==> src/rtl/wm_pkg.sv <==
// Shared definitions for the washing-machine sequencer: state encoding,
// default phase durations (in clk190 ticks) and default timer width.
package wm_pkg;

    typedef enum logic [3:0] {
        ST_IDLE  = 4'd0,
        ST_FILL  = 4'd1,
        ST_WASH  = 4'd2,
        ST_DRAIN = 4'd3,
        ST_SPIN  = 4'd4,
        ST_DONE  = 4'd5,
        ST_PAUSE = 4'd6,
        ST_FAULT = 4'd7
    } state_t;

    localparam int unsigned DEF_FILL_TICKS  = 3800;
    localparam int unsigned DEF_WASH_TICKS  = 11400;
    localparam int unsigned DEF_RINSE_TICKS = 5700;
    localparam int unsigned DEF_DRAIN_TICKS = 3800;
    localparam int unsigned DEF_SPIN_TICKS  = 5700;
    localparam int unsigned DEF_AGIT_TICKS  = 380;
    localparam int unsigned DEF_CNT_W       = 16;

    // States whose duration or timeout is governed by the phase timer.
    function automatic logic is_timed(input state_t s);
        return (s == ST_FILL) || (s == ST_WASH) || (s == ST_DRAIN) || (s == ST_SPIN);
    endfunction

endpackage

==> src/rtl/wash_cycle_ctrl_phase_timer.sv <==
// Loadable down-counter for phase durations. Holds at zero; load wins over
// count enable. zero_o is high whenever the count reads zero.
module phase_timer #(
    parameter int unsigned CNT_W = 16
) (
    input  logic             clk190,
    input  logic             rst,
    input  logic             load_i,
    input  logic [CNT_W-1:0] load_val_i,
    input  logic             en_i,
    output logic             zero_o
);

    logic [CNT_W-1:0] cnt_q;

    // Counter register: load, else decrement while enabled and non-zero.
    always_ff @(posedge clk190 or posedge rst) begin
        if (rst) begin
            cnt_q <= '0;
        end else if (load_i) begin
            cnt_q <= load_val_i;
        end else if (en_i && (cnt_q != '0)) begin
            cnt_q <= cnt_q - 1'b1;
        end
    end

    assign zero_o = (cnt_q == '0);

endmodule

==> src/rtl/wash_cycle_ctrl.sv <==
// Washing-machine main sequencer on the clk190 domain.
// Sequence: fill -> wash -> drain -> rinse fill -> rinse -> drain -> spin.
// Optional drum-direction agitation during WASH: define WASH_AGITATE_EN.
module wash_cycle_ctrl
    import wm_pkg::*;
#(
    parameter int unsigned FILL_TICKS  = DEF_FILL_TICKS,
    parameter int unsigned WASH_TICKS  = DEF_WASH_TICKS,
    parameter int unsigned RINSE_TICKS = DEF_RINSE_TICKS,
    parameter int unsigned DRAIN_TICKS = DEF_DRAIN_TICKS,
    parameter int unsigned SPIN_TICKS  = DEF_SPIN_TICKS,
    parameter int unsigned AGIT_TICKS  = DEF_AGIT_TICKS,
    parameter int unsigned CNT_W       = DEF_CNT_W
) (
    input  logic       clk190,
    input  logic       rst,
    input  logic       start_p,
    input  logic       pause_p,
    input  logic       cancel_p,
    input  logic       lid_closed,
    input  logic       water_full,
    input  logic       water_empty,
    output logic       fill_valve,
    output logic       drain_valve,
    output logic       motor_on,
    output logic       motor_fast,
    output logic       motor_dir,
    output logic       door_lock,
    output logic       done,
    output logic       fault,
    output logic [3:0] state_o
);

    localparam logic [CNT_W-1:0] FILL_LD  = CNT_W'(FILL_TICKS - 1);
    localparam logic [CNT_W-1:0] WASH_LD  = CNT_W'(WASH_TICKS - 1);
    localparam logic [CNT_W-1:0] RINSE_LD = CNT_W'(RINSE_TICKS - 1);
    localparam logic [CNT_W-1:0] DRAIN_LD = CNT_W'(DRAIN_TICKS - 1);
    localparam logic [CNT_W-1:0] SPIN_LD  = CNT_W'(SPIN_TICKS - 1);

    state_t           state_q, state_d;
    state_t           saved_q, saved_d;
    logic             rinse_q, rinse_d;
    logic             cancel_q, cancel_d;
    logic             tmr_load;
    logic [CNT_W-1:0] tmr_val;
    logic             tmr_en;
    logic             tmr_zero;
    logic             hold_evt;
    logic             dir_out_d;

    phase_timer #(.CNT_W(CNT_W)) u_timer (
        .clk190     (clk190),
        .rst        (rst),
        .load_i     (tmr_load),
        .load_val_i (tmr_val),
        .en_i       (tmr_en),
        .zero_o     (tmr_zero)
    );

    assign hold_evt = pause_p || !lid_closed;

    // The timer only counts while the machine stays in the same timed state,
    // so the cycle that leaves for PAUSE does not consume a tick.
    assign tmr_en = (state_d == state_q) && is_timed(state_q);

    // State, flag and phase registers.
    always_ff @(posedge clk190 or posedge rst) begin
        if (rst) begin
            state_q  <= ST_IDLE;
            saved_q  <= ST_IDLE;
            rinse_q  <= 1'b0;
            cancel_q <= 1'b0;
        end else begin
            state_q  <= state_d;
            saved_q  <= saved_d;
            rinse_q  <= rinse_d;
            cancel_q <= cancel_d;
        end
    end

    // Next-state logic; priority is cancel, then lid/pause, then sensor/timer.
    always_comb begin
        state_d  = state_q;
        saved_d  = saved_q;
        rinse_d  = rinse_q;
        cancel_d = cancel_q;
        tmr_load = 1'b0;
        tmr_val  = '0;
        unique case (state_q)
            ST_IDLE: begin
                if (start_p && lid_closed) begin
                    state_d  = ST_FILL;
                    rinse_d  = 1'b0;
                    cancel_d = 1'b0;
                    tmr_load = 1'b1;
                    tmr_val  = FILL_LD;
                end
            end
            ST_FILL, ST_WASH, ST_SPIN: begin
                if (cancel_p) begin
                    state_d  = ST_DRAIN;
                    cancel_d = 1'b1;
                    tmr_load = 1'b1;
                    tmr_val  = DRAIN_LD;
                end else if (hold_evt) begin
                    state_d = ST_PAUSE;
                    saved_d = state_q;
                end else if (state_q == ST_FILL) begin
                    if (water_full) begin
                        state_d  = ST_WASH;
                        tmr_load = 1'b1;
                        tmr_val  = rinse_q ? RINSE_LD : WASH_LD;
                    end else if (tmr_zero) begin
                        state_d = ST_FAULT;
                    end
                end else if (tmr_zero) begin
                    if (state_q == ST_WASH) begin
                        state_d  = ST_DRAIN;
                        tmr_load = 1'b1;
                        tmr_val  = DRAIN_LD;
                    end else begin
                        state_d = ST_DONE;
                    end
                end
            end
            ST_DRAIN: begin
                if (cancel_p) begin
                    cancel_d = 1'b1;
                end else if (hold_evt) begin
                    state_d = ST_PAUSE;
                    saved_d = ST_DRAIN;
                end else if (water_empty) begin
                    if (cancel_q) begin
                        state_d  = ST_IDLE;
                        cancel_d = 1'b0;
                    end else if (!rinse_q) begin
                        state_d  = ST_FILL;
                        rinse_d  = 1'b1;
                        tmr_load = 1'b1;
                        tmr_val  = FILL_LD;
                    end else begin
                        state_d  = ST_SPIN;
                        tmr_load = 1'b1;
                        tmr_val  = SPIN_LD;
                    end
                end else if (tmr_zero) begin
                    state_d = ST_FAULT;
                end
            end
            ST_DONE: begin
                if (start_p || cancel_p) begin
                    state_d  = ST_IDLE;
                    cancel_d = 1'b0;
                end
            end
            ST_PAUSE: begin
                if (cancel_p) begin
                    state_d  = ST_DRAIN;
                    cancel_d = 1'b1;
                    tmr_load = 1'b1;
                    tmr_val  = DRAIN_LD;
                end else if (pause_p && lid_closed) begin
                    state_d = saved_q;
                end
            end
            ST_FAULT: begin
                if (cancel_p) begin
                    state_d  = ST_IDLE;
                    cancel_d = 1'b0;
                end
            end
            default: begin
                state_d = ST_IDLE;
            end
        endcase
    end

`ifdef WASH_AGITATE_EN
    logic [CNT_W-1:0] agit_cnt_q, agit_cnt_d;
    logic             agit_dir_q, agit_dir_d;

    // Agitation counter/direction registers.
    always_ff @(posedge clk190 or posedge rst) begin
        if (rst) begin
            agit_cnt_q <= '0;
            agit_dir_q <= 1'b0;
        end else begin
            agit_cnt_q <= agit_cnt_d;
            agit_dir_q <= agit_dir_d;
        end
    end

    // Fresh WASH entry restarts agitation; resume from PAUSE keeps it.
    always_comb begin
        agit_cnt_d = agit_cnt_q;
        agit_dir_d = agit_dir_q;
        if ((state_d == ST_WASH) && (state_q != ST_WASH) && (state_q != ST_PAUSE)) begin
            agit_cnt_d = '0;
            agit_dir_d = 1'b0;
        end else if ((state_q == ST_WASH) && (state_d == ST_WASH)) begin
            if (agit_cnt_q == CNT_W'(AGIT_TICKS - 1)) begin
                agit_cnt_d = '0;
                agit_dir_d = ~agit_dir_q;
            end else begin
                agit_cnt_d = agit_cnt_q + 1'b1;
            end
        end
        dir_out_d = (state_d == ST_WASH) ? agit_dir_d : 1'b0;
    end
`else
    assign dir_out_d = 1'b0;
`endif

    // Registered actuator and status outputs decoded from the next state.
    always_ff @(posedge clk190 or posedge rst) begin
        if (rst) begin
            fill_valve  <= 1'b0;
            drain_valve <= 1'b0;
            motor_on    <= 1'b0;
            motor_fast  <= 1'b0;
            motor_dir   <= 1'b0;
            door_lock   <= 1'b0;
            done        <= 1'b0;
            fault       <= 1'b0;
        end else begin
            fill_valve  <= (state_d == ST_FILL);
            drain_valve <= (state_d == ST_DRAIN) || (state_d == ST_SPIN);
            motor_on    <= (state_d == ST_WASH) || (state_d == ST_SPIN);
            motor_fast  <= (state_d == ST_SPIN);
            motor_dir   <= dir_out_d;
            door_lock   <= is_timed(state_d) || (state_d == ST_PAUSE);
            done        <= (state_d == ST_DONE);
            fault       <= (state_d == ST_FAULT);
        end
    end

    assign state_o = state_q;

endmodule

==> config.mk <==
export PLATFORM = sky130hd
export DESIGN_NAME = wash_cycle_ctrl
export DESIGN_NICKNAME = d
export VERILOG_FILES = /design/src/rtl/wm_pkg.sv /design/src/rtl/wash_cycle_ctrl_phase_timer.sv /design/src/rtl/wash_cycle_ctrl.sv
export SDC_FILE = /design/constraint.sdc
export NUM_CORES = 1
export LEC_CHECK = 0
export CORE_MARGIN = 2
export CORE_UTILIZATION = 49
export DETAILED_ROUTE_END_ITERATION = 8
export GPL_ROUTABILITY_DRIVEN = 0
export GPL_TIMING_DRIVEN = 0
export PLACE_DENSITY = 0.69
export RECOVER_POWER = 25
export REMOVE_ABC_BUFFERS = 1
export SLEW_MARGIN = 20
export SYNTH_ARGS = -nofsm -noshare
export SYNTH_HDL_FRONTEND = slang
export SYNTH_SLANG_ARGS = --single-unit
==> constraint.sdc <==
create_clock -name clk190 -period 6.33 [get_ports clk190]
set_input_delay 1.899 -clock clk190 [delete_from_list [all_inputs] [get_ports clk190]]
set_output_delay 1.899 -clock clk190 [all_outputs]
set_load 0.1 [all_outputs]
==> results.sh, run 1 <==
export IMPL_fill_cells=414
export IMPL_yosys_area_share_simple=0.340
export IMPL_grtUsageTotal=0.228
export IMPL_dp_cells=332
export IMPL_clock_root_buffer="clkbuf_8"
export IMPL_cts_htree_levels=2
export IMPL_overflow=0
export IMPL_netlist_area_leader_share=0.352
export IMPL_fin_worst_skew_ns=0.00907
export IMPL_drt_total_wl_mm=5.65
export IMPL_syn_area_um2=2350
export IMPL_clock_sinks=33
export IMPL_synthAdderAreaFrac=0.00533
export IMPL_grt_max_degree=34
export IMPL_finalCriticalPeriod_ns=5.09
export IMPL_cts_hold_buffers=0
export IMPL_drcViolationCount=0
export IMPL_seq_area_frac_synth=0.352
export IMPL_postSynth_asyncResetShare=1.00
export IMPL_die_area_um2=5360
export IMPL_run_status="complete, no violations"
export IMPL_cts_buffers=5
export IMPL_tritoncts="done"
export IMPL_slew_limit_headroom=0.185
export IMPL_clk_pin_slew_ns=0.08
export IMPL_initial_utilization=0.504
export IMPL_peakVddDrop_uv=393
export IMPL_fin_util=0.573
export IMPL_crit_path_end_kind="flop"
export IMPL_ys_flop_type="dfrtp_1"
export IMPL_layout_commonest_cell="dfrtp_1"
export IMPL_netlist_top_cells_area="dfrtp_1 (35%), a21oi_1 (4.3%), nor2_1 (4.2%)"
export IMPL_finalSetupTns_ns=0
export IMPL_setup_violations=0
export IMPL_synth_top_family_by_area="simple AND/OR/NAND/NOR gates"
export IMPL_synthMuxAreaShare=0.0229
export IMPL_port_buffers=18
export IMPL_power_mw=1.43
export IMPL_start_kind="input port"
export IMPL_max_cap_violations=0
export IMPL_drive_gt1_frac=0.0804
export IMPL_post_cts_buffers=0
export IMPL_core_area_um2=4660
export IMPL_p_leak_nw=1.03
export IMPL_ant_nets=0
export IMPL_hold_path_class="reg -> reg"
export IMPL_synth_avg_cell_area_um2=8.54
export IMPL_critical_path_class="in -> reg"
export IMPL_cts_resized=0
export IMPL_timing_fmax_ghz=0.196
export IMPL_synth_edf_count=0
export IMPL_hpwlAfterDp_mm=4.02
export IMPL_layoutNonFillerInstCount=340
export IMPL_clk_path_buf_depth=2
export IMPL_cp_arrival_ns=5.27
export IMPL_drt_vias_per_instance=6.46
export IMPL_ys_ff_latch=33
export IMPL_syn_inst=275
export IMPL_worstMarginPinSlew_ns=1.22
export IMPL_required_ns=6.50
export IMPL_yosysWarnings=0
export IMPL_wl_per_cell_um=16.6
export IMPL_slew_violations=0
export IMPL_antenna_cells=0
export IMPL_antenna_found_initial=0
export IMPL_die_height_um=73.2
export IMPL_crit_fanout=17
export IMPL_synth_compound_area_share=0.234
export IMPL_drtIter0Drc=135
export IMPL_fin_crit_sh=0.805
export IMPL_rsz0062_at_grt="no"
export IMPL_ios=20
export IMPL_yosys_area_top_type="dfrtp_1"
export IMPL_hold_viol_final=0
export IMPL_nets=294
export IMPL_vias=2198
export IMPL_die_width_um=73.2
export IMPL_synthDistinctLibCells=70
export IMPL_num_rows=25
export IMPL_final_cell_mix="dfrtp_1 (33), nor2_1 (26), nand2_1 (22)"
export IMPL_grt_pass1_wl_mm=9.58
export IMPL_area_delta_synth_final_pct=13.7
export IMPL_placed_cell_area_um2=2540
export IMPL_dr_pass1_iters=4
export IMPL_synth_xor_area_frac=0.00373
export IMPL_powerDensity_nw_per_um2=536
export IMPL_clock_latency_ns=0.28
export IMPL_grt_pass1_vias=1963
export IMPL_fin_area_um2=2670
[registers in the layout (all words and copies together), names as in the netlist]
name and count:
state_o 4, done 1, rinse_q 1, drain_valve 1, u_timer.cnt_q 16, saved_q 4
door_lock 1, fill_valve 1, cancel_q 1, motor_on 1, motor_fast 1, fault 1
[final timing paths]
kind	startpoint	endpoint	slack, ns	depth (start not counted)
worst max-delay path	cancel_p	u_timer.cnt_q[13]	1.24	9
max in group asynchronous	rst	state_o[2]	3.22	2
worst max register to register	state_o[2]	u_timer.cnt_q[13]	2.98	8
min in group asynchronous	rst	u_timer.cnt_q[10]	2.39	2
worst min register to register	saved_q[3]	saved_q[3]	0.49	1
worst min-delay path	saved_q[3]	saved_q[3]	0.49	1
[critical path, cell delays in order]
cell             delay, ns
clkdlybuf4s50_1       0.75
or4b_1                0.66
a211oi_1              0.26
o32a_1                0.24
mux2i_1               0.25
o211ai_1              0.27
buf_4                 0.28
or4_1                 0.52
o311a_1               0.13
[metal layers]
layer  share of wire  routed length (um)  vias up  track usage
met2            0.47                2640       60        0.351
li1                -                   -     1073            -
met3           0.044                 250        4       0.0401
met1            0.48                2720     1061        0.331
met4          0.0060                  34        0       0.0576
met5               0                   0        -            0
[synthesized netlist by cell type, types with 2 or more instances]
cell and count:
or4_1 12, clkbuf_1 10, o21ai_1 3, or4_4 2
nand3b_1 3, o31ai_1 7, nor4bb_1 2, nand2_1 22
o21a_1 3, nor2_1 26, nor4_1 7, o211ai_1 4
and4_1 2, mux2i_1 2, nor3b_1 5, nand2b_1 8
a311o_1 2, o21ai_0 4, a21oi_1 20, o311a_1 3
inv_1 6, or2_2 4, mux2_1 2, or2_1 4
buf_2 3, nand4b_1 2, a211oi_1 6, nand3_1 6
a2111oi_0 3, a31oi_1 4, and2_1 2, dfrtp_1 33
nor3_1 11, buf_1 2, and3_1 3, nor2b_1 3
[power by group]
part / switching (mW) / leakage [nW] / internal (mW)
sequential: 0.102 / 0.409 / 0.276
combinational: 0.544 / 0.553 / 0.273
clock: 0.0791 / 0.0681 / 0.156
[cell families after synthesis]
logic type / Yosys count
buf+inv: 23
fa+ha+maj: 1
compound gates: 76
other cells: 1
mux: 5
simple gates: 135
xor+xnor: 1
flops: 33
[stage by stage]
| step | hold WS, ns | worst slack (ns) |
|---|---|---|
| after floorplan | 0.445 | 2.07 |
| after global placement | 0.462 | 0.831 |
| after detailed placement | 0.468 | 0.939 |
| after CTS | 0.489 | 1.24 |
| after global routing | 0.501 | 1.04 |
| final | 0.489 | 1.24 |
[final cells by class]
type                    instances  area, um2  share of cell area
flip-flops and latches         33        826               0.309
clock inverters                 3       65.1              0.0244
inverters                       7       26.3             0.00984
multi-input cells             219       1430               0.535
repair buffers                 19        188              0.0703
well taps                      54       67.6              0.0253
clock buffers                   5       68.8              0.0258
Power figures use the tool's default switching activity.
==> inputs of run 2 (changes only) <==
==> constraint.sdc (replaced) <==
create_clock -name clk190 -period 5.1 [get_ports clk190]
set_input_delay 1.53 -clock clk190 [delete_from_list [all_inputs] [get_ports clk190]]
set_output_delay 1.53 -clock clk190 [all_outputs]
set_load 0.1 [all_outputs]
==> results of run 2 <==
Same layout as run 1 (identical final DEF). Status: complete, no violations.
Among the figures that moved: setup slack after placement 0.939 ns -> 0.0784 ns; setup slack after layout 1.24 ns -> 0.376 ns; register-to-register setup slack 2.98 ns -> 1.75 ns; total power 1.43 mW -> 1.78 mW; worst IR drop on VDD 393 uV -> 488 uV
==> RTL edit, RTL diff (flow settings as in run 2) <==
Set the package constant `DEF_CNT_W` to 20 (it was 16).
--- a/src/rtl/wm_pkg.sv
+++ b/src/rtl/wm_pkg.sv
@@ -21,3 +21,3 @@
     localparam int unsigned DEF_AGIT_TICKS  = 380;
-    localparam int unsigned DEF_CNT_W       = 16;
+    localparam int unsigned DEF_CNT_W       = 20;
 
Formal check against the unedited RTL: same outputs for any inputs over 10 cycles, from zero or initial values and one cycle with rst high; that may be too few to reach the edited logic, so the function may still have changed.
==> RTL edit against run 2 <==
  * Worst hold slack gained 0.0051 ns
  * Setup slack gained 0.55 ns
  * Total power grew 8.7%
  * Global-route usage shrank 0.93 points
  * Critical path depth down 1
  * Wire length up 13%
  * Sequential cell count rose by 4
  * Sequential share of layout area increased by 1.5 points
  * Design area increased by 6.8%
  * Die area grew 11%
  * Clock power shrank 26%
  * Area after synthesis increased by 11%
  * Combinational power is 18% higher
==> RTL edit: results (changes against run 2) <==
hpwl_um: 4220  # +5.2%
yosysSeqAreaShare_pct: 35.5  # +0.31 points
dp.cells: 369  # +11%
rr_startpoint: "state_o[3]"
vias_per_cell: 6.28  # -2.8%
worst-endpoint-arrival_ns: 4.32  # -0.58 ns
dr.pass1.iters: 5  # +1
max_stage_delay_ns: 0.75  # about the same
gr-usage-all-layers_pct: 21.9  # -0.93 points
synth_commonest_cells: "dfrtp_1 (37), nor2_1 (34), nand2_1 (26)"
endpoint: "u_timer.cnt_q[2]"
rrSetupSlack_ns: 1.84  # +0.09 ns
tightest_slew_ns: 1.10  # -0.125 ns
ys_types: 67  # -4.3%
r2r_end: "u_timer.cnt_q[12]"
reg2reg_depth: 7  # -1
dpl_cell_area_mm2: 0.00279  # +10%
grt_pass1_wl_um: 10500  # +10%
largest_reg_flops: 20  # +4
grt_pass1_vias: 2115  # +7.7%
grt_max_degree: 22  # -35%
drive_above_1_share_pct: 11.1  # +3.1 points
status: "finished clean"
fmax_ghz: 0.240  # +13%
synth_area_leaders: "dfrtp_1 (35%), nor2_1 (4.9%), nand2_1 (3.7%)"
finClkSkew_ns: 0.0128  # +0.00377 ns
critPathLaunchType: "input pin"
diodes: 0  # unchanged
p_leak_nw: 1.08  # +4.8%
path_clk_slew_ns: 0.08  # about the same
ir_worst_vdd_v: 0.000679  # +39%
nets: 315  # +7.1%
drt_wl_total_um: 6390  # +13%
cp_max_fo: 19  # +2
post-place-ws_ns: 0.650  # +0.572 ns
vias: 2363  # +7.5%
insertion_delay_ns: 0.29
-- RTL edit: worst min path at each step --
| stage | cells past startpoint | slack (ns) | end |
|---|---|---|---|
| 2_1_floorplan | 1 | 0.44 | saved_q[3] |
| 3_3_place_gp | 1 | 0.47 | saved_q[3] |
| 3_5_place_dp | 1 | 0.47 | saved_q[3] |
| 4_1_cts | 1 | 0.49 | saved_q[3] |
| 5_1_grt | 1 | 0.51 | saved_q[3] |
| 6_report | 1 | 0.49 | saved_q[3] |
-- RTL edit: kinds of logic after synthesis --
| family | share of synthesized area, % |
|---|---|
| and+or+nand+nor | 34.9 |
| AOI/OAI and AO/OA | 21.6 |
| DFF | 35.5 |
| buffers and inverters | 5.56 |
| muxes | 1.20 |
| xor gates and xnor gates | 0.671 |
| adders and majority gates | 0.479 |
| other | 0.144 |
-- RTL edit: power breakdown --
part | total, W | internal (W) | leakage (nW) | switching, W
registers | 0.000521 | 0.000383 | 0.471 | 0.000137
clock network | 0.000215 | 0.000107 | 0.0443 | 0.000107
logic | 0.00119 | 0.000383 | 0.564 | 0.000811
total | 0.00193 | 0.000874 | 1.08 | 0.00106
-- RTL edit: final cells by class --
type,instances,area (um^2)
repair buffers,19,184
clock buffers,7,86.3
flip-flops and latches,37,926
inverters,6,22.5
well taps,70,87.6
fillers,510,2290
multi-input cells,237,1550
-- RTL edit: routing by layer --
layer | share of wire, % | GRT usage (%) | vias to the layer above
met5 | 0 | 0 | -
met4 | 0.99 | 5.00 | 0
met3 | 5.2 | 3.18 | 7
met2 | 48 | 37.5 | 75
met1 | 45 | 29.3 | 1145
li1 | - | - | 1136
